`src/rtl/siso_shift_pkg.sv`:
```
// Shared definitions for the SISO shift controller: state encoding and
// counter sizing.
package siso_shift_pkg;

   typedef enum logic [1:0] {
      IDLE  = 2'd0,
      SHIFT = 2'd1,
      DONE  = 2'd2
   } state_e;

   // The counter must reach WIDTH+DEPTH (parity word, last capture) without wrapping.
   function automatic int cnt_width(input int width, input int depth);
      return $clog2(width + 1 + depth);
   endfunction

endpackage

```
`src/rtl/siso_chain.sv`:
```
// DEPTH-stage serial-in serial-out chain of resettable D flip-flops.
// Stages only advance while en is high; sout is the last stage.
module siso_chain #(
   parameter int DEPTH = 4
) (
   input  logic clk,
   input  logic rst,
   input  logic en,
   input  logic sin,
   output logic sout
);

   logic [DEPTH-1:0] stage_q;

   generate
      if (DEPTH == 1) begin : g_single
         // A single stage simply samples the serial input.
         always_ff @(posedge clk or negedge rst) begin
            if (!rst) stage_q <= '0;
            else if (en) stage_q <= sin;
         end
      end else begin : g_multi
         // Each enabled edge moves every bit one stage toward sout.
         always_ff @(posedge clk or negedge rst) begin
            if (!rst) stage_q <= '0;
            else if (en) stage_q <= {stage_q[DEPTH-2:0], sin};
         end
      end
   endgenerate

   assign sout = stage_q[DEPTH-1];

endmodule

```
`src/rtl/siso_shift_ctrl.sv`:
```
// Word-level front end for a SISO flop chain: accepts a parallel word,
// shifts it LSB-first through the chain, reassembles the bits that emerge
// and offers the word on an output valid/ready handshake.
// Optional feature macro: SISO_SHIFT_CTRL_PARITY_EN appends an even-parity
// bit to each word and flags a mismatch on reception.
module siso_shift_ctrl
   import siso_shift_pkg::*;
#(
   parameter int WIDTH = 8,
   parameter int DEPTH = 4
) (
   input  logic             clk,
   input  logic             rst,
   input  logic             clear,
   input  logic             in_valid,
   output logic             in_ready,
   input  logic [WIDTH-1:0] in_data,
   output logic             out_valid,
   input  logic             out_ready,
   output logic [WIDTH-1:0] out_data,
   output logic             busy,
   output logic             sin_mon,
   output logic             parity_err
);

`ifdef SISO_SHIFT_CTRL_PARITY_EN
   localparam int N = WIDTH + 1;
`else
   localparam int N = WIDTH;
`endif

   localparam int CW = cnt_width(WIDTH, DEPTH);
   localparam logic [CW-1:0] N_C       = CW'(N);
   localparam logic [CW-1:0] CAP_FIRST = CW'(DEPTH);
   localparam logic [CW-1:0] CAP_LAST  = CW'(DEPTH + WIDTH - 1);
   localparam logic [CW-1:0] CNT_LAST  = CW'(N + DEPTH - 1);

   state_e           state_q;
   logic [CW-1:0]    cnt_q;
   logic [N-1:0]     tx_q;
   logic [WIDTH-1:0] rx_q;
   logic             out_valid_q;
   logic             sin_d;
   logic             sout;
   logic             chain_en;

   // Feed the chain from the tx buffer LSB while word bits remain, zeros after.
   always_comb begin
      sin_d = 1'b0;
      if (state_q == SHIFT && cnt_q < N_C) sin_d = tx_q[0];
   end

   assign chain_en = (state_q == SHIFT);

   siso_chain #(
      .DEPTH(DEPTH)
   ) u_chain (
      .clk (clk),
      .rst (rst),
      .en  (chain_en),
      .sin (sin_d),
      .sout(sout)
   );

`ifdef SISO_SHIFT_CTRL_PARITY_EN
   localparam logic [CW-1:0] PAR_POS = CW'(DEPTH + WIDTH);

   logic rx_par_q;

   // Hold the received parity bit apart from the data collector.
   always_ff @(posedge clk or negedge rst) begin
      if (!rst) rx_par_q <= 1'b0;
      else if (state_q == IDLE && in_valid) rx_par_q <= 1'b0;
      else if (state_q == SHIFT && cnt_q == PAR_POS) rx_par_q <= sout;
   end

   assign parity_err = out_valid_q & (^{rx_par_q, rx_q});
`else
   assign parity_err = 1'b0;
`endif

   // Sequencer: load, shift/collect, then hold the result until taken.
   always_ff @(posedge clk or negedge rst) begin
      if (!rst) begin
         state_q     <= IDLE;
         cnt_q       <= '0;
         tx_q        <= '0;
         rx_q        <= '0;
         out_valid_q <= 1'b0;
      end else if (clear) begin
         state_q     <= IDLE;
         cnt_q       <= '0;
         out_valid_q <= 1'b0;
      end else begin
         case (state_q)
            IDLE: begin
               if (in_valid) begin
`ifdef SISO_SHIFT_CTRL_PARITY_EN
                  tx_q <= {^in_data, in_data};
`else
                  tx_q <= in_data;
`endif
                  cnt_q   <= '0;
                  rx_q    <= '0;
                  state_q <= SHIFT;
               end
            end
            SHIFT: begin
               tx_q <= tx_q >> 1;
               if (cnt_q >= CAP_FIRST && cnt_q <= CAP_LAST)
                  rx_q <= {sout, rx_q[WIDTH-1:1]};
               if (cnt_q == CNT_LAST) begin
                  state_q     <= DONE;
                  out_valid_q <= 1'b1;
               end else begin
                  cnt_q <= cnt_q + CW'(1);
               end
            end
            DONE: begin
               if (out_ready) begin
                  out_valid_q <= 1'b0;
                  state_q     <= IDLE;
               end
            end
            default: state_q <= IDLE;
         endcase
      end
   end

   assign in_ready  = (state_q == IDLE);
   assign busy      = (state_q != IDLE);
   assign out_valid = out_valid_q;
   assign out_data  = rx_q;
   assign sin_mon   = sin_d;

endmodule
```
`config.mk`:
```
export PLATFORM = sky130hd
export DESIGN_NAME = siso_shift_ctrl
export DESIGN_NICKNAME = d
export VERILOG_FILES = /design/src/rtl/siso_shift_pkg.sv /design/src/rtl/siso_chain.sv /design/src/rtl/siso_shift_ctrl.sv
export SDC_FILE = /design/constraint.sdc
export NUM_CORES = 1
export LEC_CHECK = 0
export BUFFER_PORTS_ARGS = -buffer_cell sky130_fd_sc_hd__buf_2
export CAP_MARGIN = 20
export CORE_UTILIZATION = 48
export CTS_CLUSTER_DIAMETER = 100
export CTS_CLUSTER_SIZE = 40
export DETAILED_ROUTE_END_ITERATION = 8
export GPL_TIMING_DRIVEN = 0
export PLACE_DENSITY = 0.73
export SLEW_MARGIN = 15
export SYNTH_ARGS = -nofsm -noshare
export SYNTH_HDL_FRONTEND = slang
export SYNTH_SLANG_ARGS = --single-unit
```
`constraint.sdc`:
```
create_clock -name clk -period 1.4 [get_ports clk]
set_input_delay 0.28 -clock clk [delete_from_list [all_inputs] [get_ports clk]]
set_output_delay 0.28 -clock clk [all_outputs]
set_load 0.005 [all_outputs]
```
==> results of run 1 <==
==> metal layers <==
metal  GRT usage (%)  wire length (um)
met5               0                 0
met4            7.50                34
met3            3.04                68
met1            22.4              1180
met2            34.8              1450
==> power by group through the flow <==
stage | Combinational, mW | Clock, mW | Sequential (mW)
after global placement | 0.521 | 0 | 1.05
final | 0.722 | 0.350 | 1.04
after floorplan | 0.424 | 0 | 1.03
after detailed placement | 0.539 | 0 | 1.06
after global routing | 0.781 | 0.383 | 1.06
after CTS | 0.684 | 0.358 | 1.04
==> cells by family (layout without fill, tap and decap cells) <==
kind of cell / count (synthesis) / after routing
multiplexers: 24 / 24
AND/OR/NAND/NOR: 34 / 34
other: 1 / 1
AO/OA/AOI/OAI: 12 / 12
buffers and inverters: 20 / 66
flip-flops: 27 / 27
XOR/XNOR: 1 / 1
adder cells (fa/ha/maj): 2 / 2
==> cell usage after synthesis, types with 2 or more instances <==
| master | count | area, sq um |
|---|---|---|
| nor3b_1 | 2 | 15.0 |
| a22o_1 | 2 | 17.5 |
| nor2_1 | 2 | 7.51 |
| nand2_1 | 19 | 71.3 |
| dfrtp_1 | 27 | 676 |
| nand2b_1 | 3 | 18.8 |
| ha_1 | 2 | 25.0 |
| buf_4 | 3 | 22.5 |
| mux2_4 | 14 | 210 |
| nand3_1 | 3 | 15.0 |
| mux2i_1 | 9 | 90.1 |
| buf_2 | 2 | 10.0 |
| inv_1 | 14 | 52.6 |
| nor3_1 | 2 | 10.0 |
==> timing repair <==
| item | CTS | global route |
|---|---|---|
| setup endpoints to repair | 18 | 21 |
| hold buffers | 1 | 0 |
| cloned | 1 | 0 |
| pin swaps | 2 | 3 |
| buffers inserted | 13 | 3 |
| resized for setup | 23 | 4 |
| endpoints found under the hold margin | 27 | 0 |
==> path summary, 6_finish.rpt <==
check | startpoint | end | slack (ps) | depth (start not counted)
min reg2reg | u_chain.stage_q[3]$_DFFE_PN0N_ | u_chain.stage_q[3]$_DFFE_PN0N_ | 500 | 2
max | state_q[1]$_DFFE_PN0P_ | in_ready | -170 | 4
max in group asynchronous | rst | out_valid$_DFFE_PN0P_ | 530 | 2
max reg2reg | state_q[1]$_DFFE_PN0P_ | tx_q[1]$_DFFE_PN0P_ | -160 | 5
min in group asynchronous | rst | u_chain.stage_q[1]$_DFFE_PN0N_ | 470 | 2
min | in_data[7] | tx_q[7]$_DFFE_PN0P_ | 170 | 3
==> critical path: cells and delay by family (launching register included) <==
kind / cells / cell delay, ps
buffers and inverters: 3 / 270
and+or+nand+nor: 1 / 240
DFF: 1 / 440
==> state kept, by name (all words and copies together) (netlist names) <==
signal / cells
out_data: 8
u_chain.stage_q: 4
state_q: 2
out_valid: 1
tx_q: 8
cnt_q: 4
==> through the flow <==
step / hold slack (ps) / setup WS [ps] / utilization [%] / cells
finish: 168 / -174 / 65.9 / 198
global route: 163 / -208 / 65.9 / 198
CTS: 166 / -155 / 64.3 / 195
detailed placement: 315 / -175 / 56.0 / 176
global placement: 308 / -113 / 56.0 / 176
floorplan: -15.6 / 19.0 / - / 121
==> layout by cell type, fill, tap and decap left out, drive strengths merged, types with 2 or more instances in the layout <==
| cell type | synthesis | final |
|---|---|---|
| buf | 6 | 47 |
| dfrtp | 27 | 27 |
| nand2 | 19 | 19 |
| mux2 | 15 | 15 |
| inv | 14 | 14 |
| mux2i | 9 | 9 |
| nand2b | 3 | 3 |
| nand3 | 3 | 3 |
| clkbuf | 0 | 3 |
| a22o | 2 | 2 |
| nor3 | 2 | 2 |
| nor3b | 2 | 2 |
| nor2 | 2 | 2 |
| ha | 2 | 2 |
==> layout make-up <==
type,instances,area (sq um),area share [%]
buffer,6,60.1,3.33
clock buffer,3,22.5,1.25
clock inverter,1,7.51,0.417
inverter,14,52.6,2.92
multi-input combinational,74,669,37.2
sequential,27,676,37.5
tap,31,38.8,2.15
timing repair buffer,42,275,15.3
==> impl_metrics.yaml, run 1 <==
power:
  switching_share_pct: 28.9
  intPower_mw: 1.50
  clkPwrFrac_pct: 16.6
  power_mw: 2.11
  ir_worst_vdd_mv: 0.992
  power_frac_seq_pct: 49.2
  p_comb_share_pct: 34.2
  power_density_nw_per_um2: 1170
  p_leak_nw: 0.901
  p_sw_mw: 0.612
finish:
  filler_cell_count: 208
  finalNetCount: 183
  final_area_sq_um: 1800
  drive_gt1_share_pct: 47.9
  antennaDiodeCount: 0
  syn_to_final_growth_pct: 31.4
route:
  wl_mm: 2.73
  ant_nets: 0
  drt_pass1_iterations: 4
  drt-wirelength-per-cell_um: 13.8
  drt_iter0_drc: 23
  viasPerCell: 5.28
  dr_total_vias: 1045
  drc: 0
critical_path:
  cpMostUsedCell: "buf_6"
  cp_max_fo: 3
  worst_path_max_delay_cell: "dfrtp_1"
  required_ps: 1120
  crit_chain: "buf_6 > or2_4 > inv_2 > buf_6"
  critPathLaunchType: "register"
  crit_type: "register to output pin"
  slowest_delay_ps: 440
  crit_path_end_kind: "output pin"
  cp.arrival_ps: 1290
synth:
  synth_seq_cells: 27
  synthAdderAreaFrac_pct: 1.82
  yosys_warnings: 0
  synth_fp_nets: 136
  yosysUniqueCellTypes: 31
  postSynthAreaPerCell_sq_um: 11.3
  synth-edff-count: 0
  async_flop_share_pct: 100
  yosys.area_share.simple_pct: 11.4
  synth_cells: 121
  synth_xor_area_share_pct: 0.639
  synth_top_family_by_area: "multiplexers"
  muxShareOfSynthArea_pct: 22.7
  seq_area_frac_synth_pct: 49.3
  synth_compound_area_share_pct: 6.84
  synthFlopType: "dfrtp_1"
  synthesis.area_sq_um: 1370
die:
  core_area_sq_um: 2730
  die-height_um: 55.5
  die_area_sq_um: 3070
  die_w_um: 55.5
  start_util_pct: 50.2
  rows: 19
  io_pins: 26
timing:
  fin_crit_ps: 1570
  finalHoldViolations: 0
  setup_ws_ps: -174
  fmax_ghz: 0.635
  rsz0062_at_grt: "yes"
  tns_ps: -1720
  setup_violations: 18
  slew_violations: 0
  fin_skew_ps: 5.62
  finalCritPeriodShare_pct: 112
  worst_pin_slew_ps: 611
  maxSlewHeadroom_pct: 59.3
clock_tree:
  cts.root.buffer_cell: "clkbuf_4"
  clk_latency_ps: 330
  cts_tree: "yes"
  clk_pin_slew_worst_paths_ps: 150
  htreeDepth: 1
  cts_buffer_depth: 2
  cts_inserted_buffers: 3
  clkSinkCount: 27
grt:
  grtUsageTotal_pct: 19.1
  grt_max_degree: 28
  grt_overflow_total: 0
  grt_pass1_vias: 1066
  grt_pass1_wl_mm: 4.62
  antenna_found_initial: 0
worst_hold_path:
  holdCritPathClass: "input port to register"
flow_run:
  drv_cap: 0
run_status:
  violations: "negative setup slack"
  status: "finished with violations"
place:
  dp_hpwl_mm: 1.66
  io_buffers: 24
  gp_congestion: 0.861
  dpl-instance-area_sq_um: 1530
(Power assumes the default switching activity.)
==> inputs of run 2 (changes only) <==
--- a/config.mk
+++ b/config.mk
@@ -17,3 +17,4 @@
 export SYNTH_ARGS = -nofsm -noshare
 export SYNTH_HDL_FRONTEND = slang
 export SYNTH_SLANG_ARGS = --single-unit
+export TNS_END_PERCENT = 30
==> run 2 against run 1 <==
The flow still finishes with violations (negative setup slack). Clock power hardly changed. Utilization decreased by 1.1 points. Design area shrank 1.6%. Fmax is 0.60% higher. Routed wire length shrank 2.9%. Cell count shrank 1.5%. Non-clock buffer count down 3. Via count down 2.1%. Die area unchanged.
==> impl_metrics.yaml, run 2 (synthesis results as in run 1) <==
timing:
  slew_violations: 0
  worst_pin_slew_ps: 612
  finalHoldViolations: 0
  setup_violations: 16
  fin_crit_ps: 1560
  finalCritPeriodShare_pct: 112
  fin_skew_ps: 6.33
  maxSlewHeadroom_pct: 59.2
  fmax_ghz: 0.639
  rsz0062_at_grt: "yes"
  setup_ws_ps: -164
critical_path:
  crit_end: "in_ready"
  path_buf_inv: 3
  critPathLaunchType: "register"
  cp_max_fo: 3
  path_depth: 4
  slowest_delay_ps: 440
  r2r-end: "tx_q[1]$_DFFE_PN0P_"
  ff2ff_setup_slack_ps: -160
  reg2reg_from: "state_q[1]$_DFFE_PN0P_"
  rr_worst_depth: 5
  cp-startpoint: "state_q[1]$_DFFE_PN0P_"
  required_ps: 1120
  crit_path_end_kind: "output pin"
  cpMostUsedCell: "buf_6"
  worst_path_max_delay_cell: "dfrtp_1"
  cp.arrival_ps: 1280
  crit_chain: "buf_6 > or2_4 > inv_2 > buf_6"
  crit_type: "register to output pin"
  cp_top_family: "flip-flops"
clock_tree:
  cts.root.buffer_cell: "clkbuf_4"
  htreeDepth: 1
  clkSinkCount: 27
  clk_latency_ps: 330
  cts_inserted_buffers: 3
  cts_tree: "yes"
  cts_buffer_depth: 2
  clk_pin_slew_worst_paths_ps: 150
grt:
  grt_max_degree: 28
  grt_pass1_vias: 1033
  grt_overflow_total: 0
  grtUsageTotal_pct: 18.7
  antenna_found_initial: 0
  grt_pass1_wl_mm: 4.52
route:
  viasPerCell: 5.25
  drt_iter0_drc: 18
  wl_mm: 2.65
  drc: 0
  ant_nets: 0
  drt_pass1_iterations: 4
  drt-wirelength-per-cell_um: 13.6
  dr_total_vias: 1023
finish:
  final_common_cell: "dfrtp_1"
  syn_to_final_growth_pct: 29.3
  final_cell_mix: "dfrtp_1 (27), buf_2 (24), nand2_1 (19)"
  utilization_pct: 64.9
  fin_cells: 195
  antennaDiodeCount: 0
  finalNetCount: 180
  filler_cell_count: 215
  drive_gt1_share_pct: 46.3
run_status:
  violations: "negative setup slack"
  status: "finished with violations"
power:
  p_leak_nw: 0.884
  ir_worst_vdd_mv: 0.990
  power_mw: 2.09
  power_density_nw_per_um2: 1180
place:
  dp_hpwl_mm: 1.66
  place_ws_ps: -175
  io_buffers: 24
  dpl.cell_count: 176
  gp_congestion: 0.861
die:
  core_area_sq_um: 2730
  start_util_pct: 50.2
  io_pins: 26
  die-height_um: 55.5
  die_area_sq_um: 3070
  die_w_um: 55.5
  rows: 19
flow_run:
  drv_cap: 0
worst_hold_path:
  holdCritPathClass: "input port to register"
## run 2: cell count changes in the layout (fill, tap and decap cells not counted), sizes merged
| cell | previous run | this run |
|---|---|---|
| buf | 47 | 44 |
## run 2: layer usage
layer / up-vias / GRT usage, % / part of all wire [%]
li1: 486 / - / -
met5: - / 0 / 0
met2: 19 / 34.4 / 52
met4: 0 / 6.43 / 1.8
met3: 5 / 3.04 / 2.4
met1: 513 / 21.9 / 44
## run 2: what timing repair did
action	4_1_cts	5_1_grt
hold buffers	1	0
setup endpoints to repair	18	25
resized for setup	16	10
endpoints found under the hold margin	27	0
gates cloned	0	1
pin swaps	2	2
buffers inserted	11	2
## run 2: metrics by stage
stage | setup TNS (ps) | instance area, sq um | hold slack, ps
floorplan | 0 | 1370 | -15.6
global placement | -1230 | 1530 | 308
detailed placement | -1710 | 1530 | 315
CTS | -1490 | 1720 | 165
global route | -2610 | 1770 | 163
finish | -1500 | 1770 | 167
## run 2: final cells by class
cell class              instances  area, sq um  share of cell area, %
clock buffers                   3         22.5                   1.27
flip-flops and latches         27          676                   38.1
multi-input cells              74          666                   37.5
well taps                      31         38.8                   2.19
plain buffers                   6         57.6                   3.25
clock inverters                 1         7.51                  0.423
repair buffers                 39          253                   14.3
inverters                      14         52.6                   2.96
## run 2: worst min-delay path by stage
| stage | slack, ps | cells past startpoint | from | end |
|---|---|---|---|---|
| after floorplan | -20 | 0 | rst | cnt_q[0]$_DFFE_PN0P_ |
| after global placement | 310 | 1 | rst | out_data[5]$_DFFE_PN0P_ |
| after detailed placement | 320 | 1 | rst | out_data[4]$_DFFE_PN0P_ |
| after CTS | 160 | 2 | clear | out_valid$_DFFE_PN0P_ |
| after global routing | 160 | 3 | in_data[7] | tx_q[7]$_DFFE_PN0P_ |
| final | 170 | 3 | in_data[7] | tx_q[7]$_DFFE_PN0P_ |
## run 2: worst min-delay path, stage by stage
cell	delay [ps]
buf_2	100
nand2_1	50
mux2i_1	60
## run 2: power by group
| group | internal, mW | switching, mW |
|---|---|---|
| registers | 0.943 | 0.0966 |
| logic | 0.434 | 0.270 |
| clock network | 0.110 | 0.240 |
